## config.mk

```make
export PLATFORM = sky130hd
export DESIGN_NAME = param_pattern_src
export DESIGN_NICKNAME = d
export VERILOG_FILES = /design/src/rtl/param_pattern_src.sv
export SDC_FILE = /design/constraint.sdc
export NUM_CORES = 1
export LEC_CHECK = 0
export ABC_AREA = 1
export ABC_CLOCK_PERIOD_IN_PS = 3870
export CORE_AREA = 3 3 63 65
export CTS_BUF_LIST = sky130_fd_sc_hd__clkbuf_8
export DETAILED_ROUTE_END_ITERATION = 8
export DIE_AREA = 0 0 66 68
export PLACE_DENSITY = 0.65
export SLEW_MARGIN = 20
export SYNTH_ARGS = -nofsm -noshare
export SYNTH_HDL_FRONTEND = slang
export SYNTH_SLANG_ARGS = --single-unit
```

## constraint.sdc

```tcl
create_clock -name clock -period 3.87 [get_ports clock]
set_clock_uncertainty 0.05 [all_clocks]
set_input_delay 0.774 -clock clock [delete_from_list [all_inputs] [get_ports clock]]
set_output_delay 0.774 -clock clock [all_outputs]
set_load 0.02 [all_outputs]
```

## src/rtl/param_pattern_src.sv

```systemverilog
// Pattern source: on start, emits a programmed number of beats
// (increment / walking-one / LFSR / constant) over valid/ready.
//
// Ports:
//   clock   - rising-edge clock
//   reset   - synchronous active-high reset
//   start   - begin a sequence (sampled in IDLE only)
//   mode    - pattern select, latched at start
//   beats   - beat count, latched at start
//   a_ready - consumer accepts current beat
//   a_out   - data bus, holds last value after completion
//   a_valid - a_out carries an unaccepted beat
//   busy    - sequence in progress
//   done    - one-cycle completion pulse
module param_pattern_src #(
  parameter int unsigned SIZE  = 4,
  parameter int unsigned CNT_W = 8,
  parameter int unsigned SEED  = 4'b0001
) (
  input  logic             clock,
  input  logic             reset,
  input  logic             start,
  input  logic [1:0]       mode,
  input  logic [CNT_W-1:0] beats,
  input  logic             a_ready,
  output logic [SIZE-1:0]  a_out,
  output logic             a_valid,
  output logic             busy,
  output logic             done
);

  localparam logic [SIZE-1:0] SEED_S = SIZE'(SEED);
  localparam logic [SIZE-1:0] ONE_S  = SIZE'(1);
  // an all-zero LFSR would never leave zero
  localparam logic [SIZE-1:0] LFSR_INIT =
    (SEED_S == '0) ? ONE_S : SEED_S;

  typedef enum logic [1:0] {
    S_IDLE,
    S_RUN,
    S_DONE
  } state_e;

  state_e           state_q;
  logic [1:0]       mode_q;
  logic [CNT_W-1:0] beats_q;
  logic [CNT_W-1:0] cnt_q;
  logic [SIZE-1:0]  out_q;
  logic             valid_q;
  logic             busy_q;
  logic             done_q;

  logic             accept;
  logic [CNT_W:0]   cnt_inc;
  logic             last_beat;
  logic [SIZE-1:0]  first_d;
  logic [SIZE-1:0]  next_d;

  function automatic logic [SIZE-1:0] first_pat(
    input logic [1:0] m
  );
    logic [SIZE-1:0] v;
    unique case (m)
      2'd0:    v = '0;
      2'd1:    v = ONE_S;
      2'd2:    v = LFSR_INIT;
      default: v = SEED_S;
    endcase
    return v;
  endfunction

  function automatic logic [SIZE-1:0] next_pat(
    input logic [1:0]      m,
    input logic [SIZE-1:0] cur
  );
    logic [SIZE-1:0] v;
    unique case (m)
      2'd0:    v = cur + ONE_S;
      2'd1:    v = {cur[SIZE-2:0], cur[SIZE-1]};
      2'd2:    v = {cur[SIZE-2:0],
                    cur[SIZE-1] ^ cur[SIZE-2]};
      default: v = SEED_S;
    endcase
    return v;
  endfunction

  assign accept  = valid_q & a_ready;
  // one extra bit so beats = 2^CNT_W-1 compares cleanly
  assign cnt_inc = {1'b0, cnt_q}
                 + {{CNT_W{1'b0}}, 1'b1};
  assign last_beat = (cnt_inc == {1'b0, beats_q});
  assign first_d = first_pat(mode);
  assign next_d  = next_pat(mode_q, out_q);

  always_ff @(posedge clock) begin
    if (reset) begin
      state_q <= S_IDLE;
      mode_q  <= 2'd0;
      beats_q <= '0;
      cnt_q   <= '0;
      out_q   <= '0;
      valid_q <= 1'b0;
      busy_q  <= 1'b0;
      done_q  <= 1'b0;
    end else begin
      unique case (state_q)
        S_IDLE: begin
          done_q <= 1'b0;
          if (start) begin
            mode_q  <= mode;
            beats_q <= beats;
            cnt_q   <= '0;
            if (beats != '0) begin
              state_q <= S_RUN;
              out_q   <= first_d;
              valid_q <= 1'b1;
              busy_q  <= 1'b1;
            end else begin
              state_q <= S_DONE;
              done_q  <= 1'b1;
            end
          end
        end
        S_RUN: begin
          if (accept) begin
            cnt_q <= cnt_inc[CNT_W-1:0];
            if (last_beat) begin
              state_q <= S_DONE;
              valid_q <= 1'b0;
              busy_q  <= 1'b0;
              done_q  <= 1'b1;
            end else begin
              out_q <= next_d;
            end
          end
        end
        S_DONE: begin
          done_q  <= 1'b0;
          state_q <= S_IDLE;
        end
        default: begin
          state_q <= S_IDLE;
          valid_q <= 1'b0;
          busy_q  <= 1'b0;
          done_q  <= 1'b0;
        end
      endcase
    end
  end

  assign a_out   = out_q;
  assign a_valid = valid_q;
  assign busy    = busy_q;
  assign done    = done_q;

endmodule
```

==> flow_summary.json <==
{
  "outcome": "finished clean",
  "routed_wl_um": 3460,
  "nets": 263,
  "combPwrFrac_pct": 41.8,
  "cp-end-kind": "register",
  "cts_setup_buffers": 0,
  "synth_top_cells_by_area": "dfxtp_1 (34%), nand2_1 (12%), nand3_1 (7.9%), a21oi_1 (7.5%), inv_1 (7.1%)",
  "cts_max_level": 1,
  "first_iter_violations": 67,
  "cts_tree": "yes",
  "cellInternalPower_uw": 560,
  "clock-root-buffer": "clkbuf_8",
  "diodes": 0,
  "drive_above_1_share_pct": 10.2,
  "grt_pass1_vias": 1286,
  "portBuffers": 20,
  "cts.repair.resized": 0,
  "fp-row-count": 21,
  "cap_violations": 0,
  "clk_latency_ps": 270,
  "slew_headroom_pct": 65.5,
  "via_per_inst": 4.99,
  "drcViolationCount": 0,
  "switching_share_pct": 39.8,
  "grt_pass1_wl_um": 5820,
  "synth.avg_cell_area_sq_um": 6.72,
  "r2r-end": "state_q[0]",
  "die_x_um": 66,
  "synth_warnings": 0,
  "min_from": "beats_q[1]",
  "p_sw_uw": 370,
  "vias": 1458,
  "vdd_drop_max_mv": 0.294,
  "boundaryPins": 21,
  "fin_tns_setup_ps": 0,
  "synthCells": 227,
  "finalCritPeriodShare_pct": 60.3,
  "fmax_mhz": 429,
  "finalPower_uw": 929,
  "criticalPathCategory": "input port to register",
  "dieHeight_um": 68,
  "clock_path_buffers": 2,
  "power.density_nw_per_um2": 513,
  "yosys.area.top_type": "dfxtp_1",
  "reg2reg_from": "cnt_q[0]",
  "async_flop_share_pct": 0,
  "critPathLaunchType": "input port",
  "worstMarginPinSlew_ps": 515,
  "synth_top_cell_area_share_pct": 34.1,
  "p_seq_share_pct": 39.2,
  "ys_types": 28,
  "post_drt_wl_per_cell_um": 11.8,
  "rsz0062_at_grt": "false",
  "syn_area_sq_um": 1530,
  "antenna_found_initial": 0,
  "synthToLayoutAreaGrowth_pct": 18.7,
  "grt_overflow": 0,
  "cts_hold_buf": 0,
  "fill_cells": 330,
  "core_sq_um": 3390,
  "hold_path_class": "register to register",
  "cp_data_arrival_time_ps": 2490,
  "ys.flop_type": "dfxtp_1",
  "cp_data_required_time_ps": 4030,
  "slew_viol_final": 0,
  "hpwlAfterDp_um": 2630,
  "path_max_fanout": 17,
  "reg2reg_slack_ps": 1880,
  "clk_pin_slew_ps": 90,
  "hold_end": "beats_q[1]",
  "setup_viol": 0,
  "track_usage_pct": 16.6,
  "place_congestion": 0.808,
  "start_util_pct": 45.0,
  "ant_nets": 0,
  "r2r_cells": 11,
  "ys_seq_elements": 26,
  "grt_max_degree": 18,
  "cts_made_buffers": 3,
  "p_leak_uw": 0.000753,
  "whs_path_depth": 2,
  "clockPowerShare_pct": 19.0,
  "first_pass_iters": 4,
  "syn_nets": 243,
  "min_period_ps": 2330,
  "cts.sinks": 26,
  "dieArea_sq_um": 4490,
  "synth-edff-count": 0,
  "finalHoldViolCount": 0,
  "synth_seq_area_share_pct": 34.1
}
==> registers in the layout, indices dropped and copies added, names as in the netlist <==
| signal | cells |
|---|---|
| beats_q | 8 |
| cnt_q | 8 |
| state_q | 2 |
| mode_q | 2 |
| a_out | 4 |
| done | 1 |
| busy | 1 |
==> critical path: stages <==
cell and delay, ps:
clkdlybuf4s50_1 470, nand2_1 280, inv_2 220, nor2_4 90
a21oi_1 300, nand2_1 190, a21oi_1 150
==> cells by family after synthesis <==
logic type      Yosys count  share of synthesized area [%]
xor+xnor                  4                           2.30
buf+inv                  36                           9.43
flops                    26                           34.1
simple gates            115                           37.0
compound gates           44                           15.6
fa+ha+maj                 2                           1.64
==> placed cells by master (no fill, tap or decap) <==
cell / synthesis / final
inv_2: 2 / 2
a21boi_0: 1 / 1
dfxtp_1: 26 / 26
nand2_1: 50 / 50
nor4_1: 2 / 2
nand4_1: 3 / 3
xor2_1: 3 / 3
nand2_2: 4 / 4
o21bai_1: 1 / 1
a21oi_1: 23 / 23
and3_2: 1 / 1
nand3_1: 24 / 24
nand3_2: 3 / 3
nand4_2: 1 / 1
xnor2_1: 1 / 1
clkbuf_8: 0 / 4
o21ai_0: 16 / 16
a21oi_2: 1 / 1
o21bai_2: 1 / 1
nor2_2: 3 / 3
ha_1: 2 / 2
nor3_1: 3 / 3
inv_1: 29 / 29
nor2_1: 16 / 16
clkdlybuf4s50_1: 0 / 20
nor2_4: 5 / 5
o31ai_1: 1 / 1
==> metal layers <==
layer	vias to the layer above	global-route usage (%)	share of wire, %
met5	-	0	0
met3	4	1.48	2.6
li1	784	-	-
met2	26	25.9	43
met1	644	24.1	53
met4	0	5.33	0.93
==> worst max path at each step <==
| stage | start | end | slack, ps |
|---|---|---|---|
| after floorplan | a_ready | a_out[0] | 2090 |
| after global placement | start | a_out[1] | 1320 |
| after detailed placement | start | a_out[0] | 1290 |
| after CTS | start | a_out[0] | 1570 |
| after global routing | start | a_out[1] | 1390 |
| final | start | a_out[1] | 1540 |
==> synthesized netlist by cell type (all sizes together), types with 2 or more instances <==
| library cell | count |
|---|---|
| inv | 31 |
| nand2 | 54 |
| ha | 2 |
| o21ai | 16 |
| nor4 | 2 |
| buf | 2 |
| xor2 | 3 |
| clkbuf | 3 |
| a21oi | 24 |
| nand4 | 4 |
| nor2 | 24 |
| nor3 | 3 |
| nand3 | 27 |
| dfxtp | 26 |
| o21bai | 2 |
==> power by group through the flow <==
stage	clock, uW	sequential [uW]	combinational, uW
after floorplan	0	384	258
after global placement	0	370	389
after detailed placement	0	370	387
after CTS	181	364	389
after global routing	190	371	440
final	177	364	388
==> layout make-up <==
cell class	instances	area [sq um]	area share, %
inverters	31	116	6.42
flip-flops and latches	26	520	28.7
multi-input cells	165	862	47.6
clock buffers	4	55.1	3.04
well taps	46	57.6	3.18
repair buffers	20	200	11.0
==> metrics by stage <==
stage	std cells	area [sq um]	setup WS [ps]	hold WS (ps)	util, %
after floorplan	227	1530	2090	393	-
after global placement	288	1760	1320	418	51.8
after detailed placement	288	1760	1290	410	51.8
after CTS	292	1810	1570	434	53.5
after global routing	292	1810	1390	457	53.5
final	292	1810	1540	433	53.5
Power figures use the tool's default switching activity.
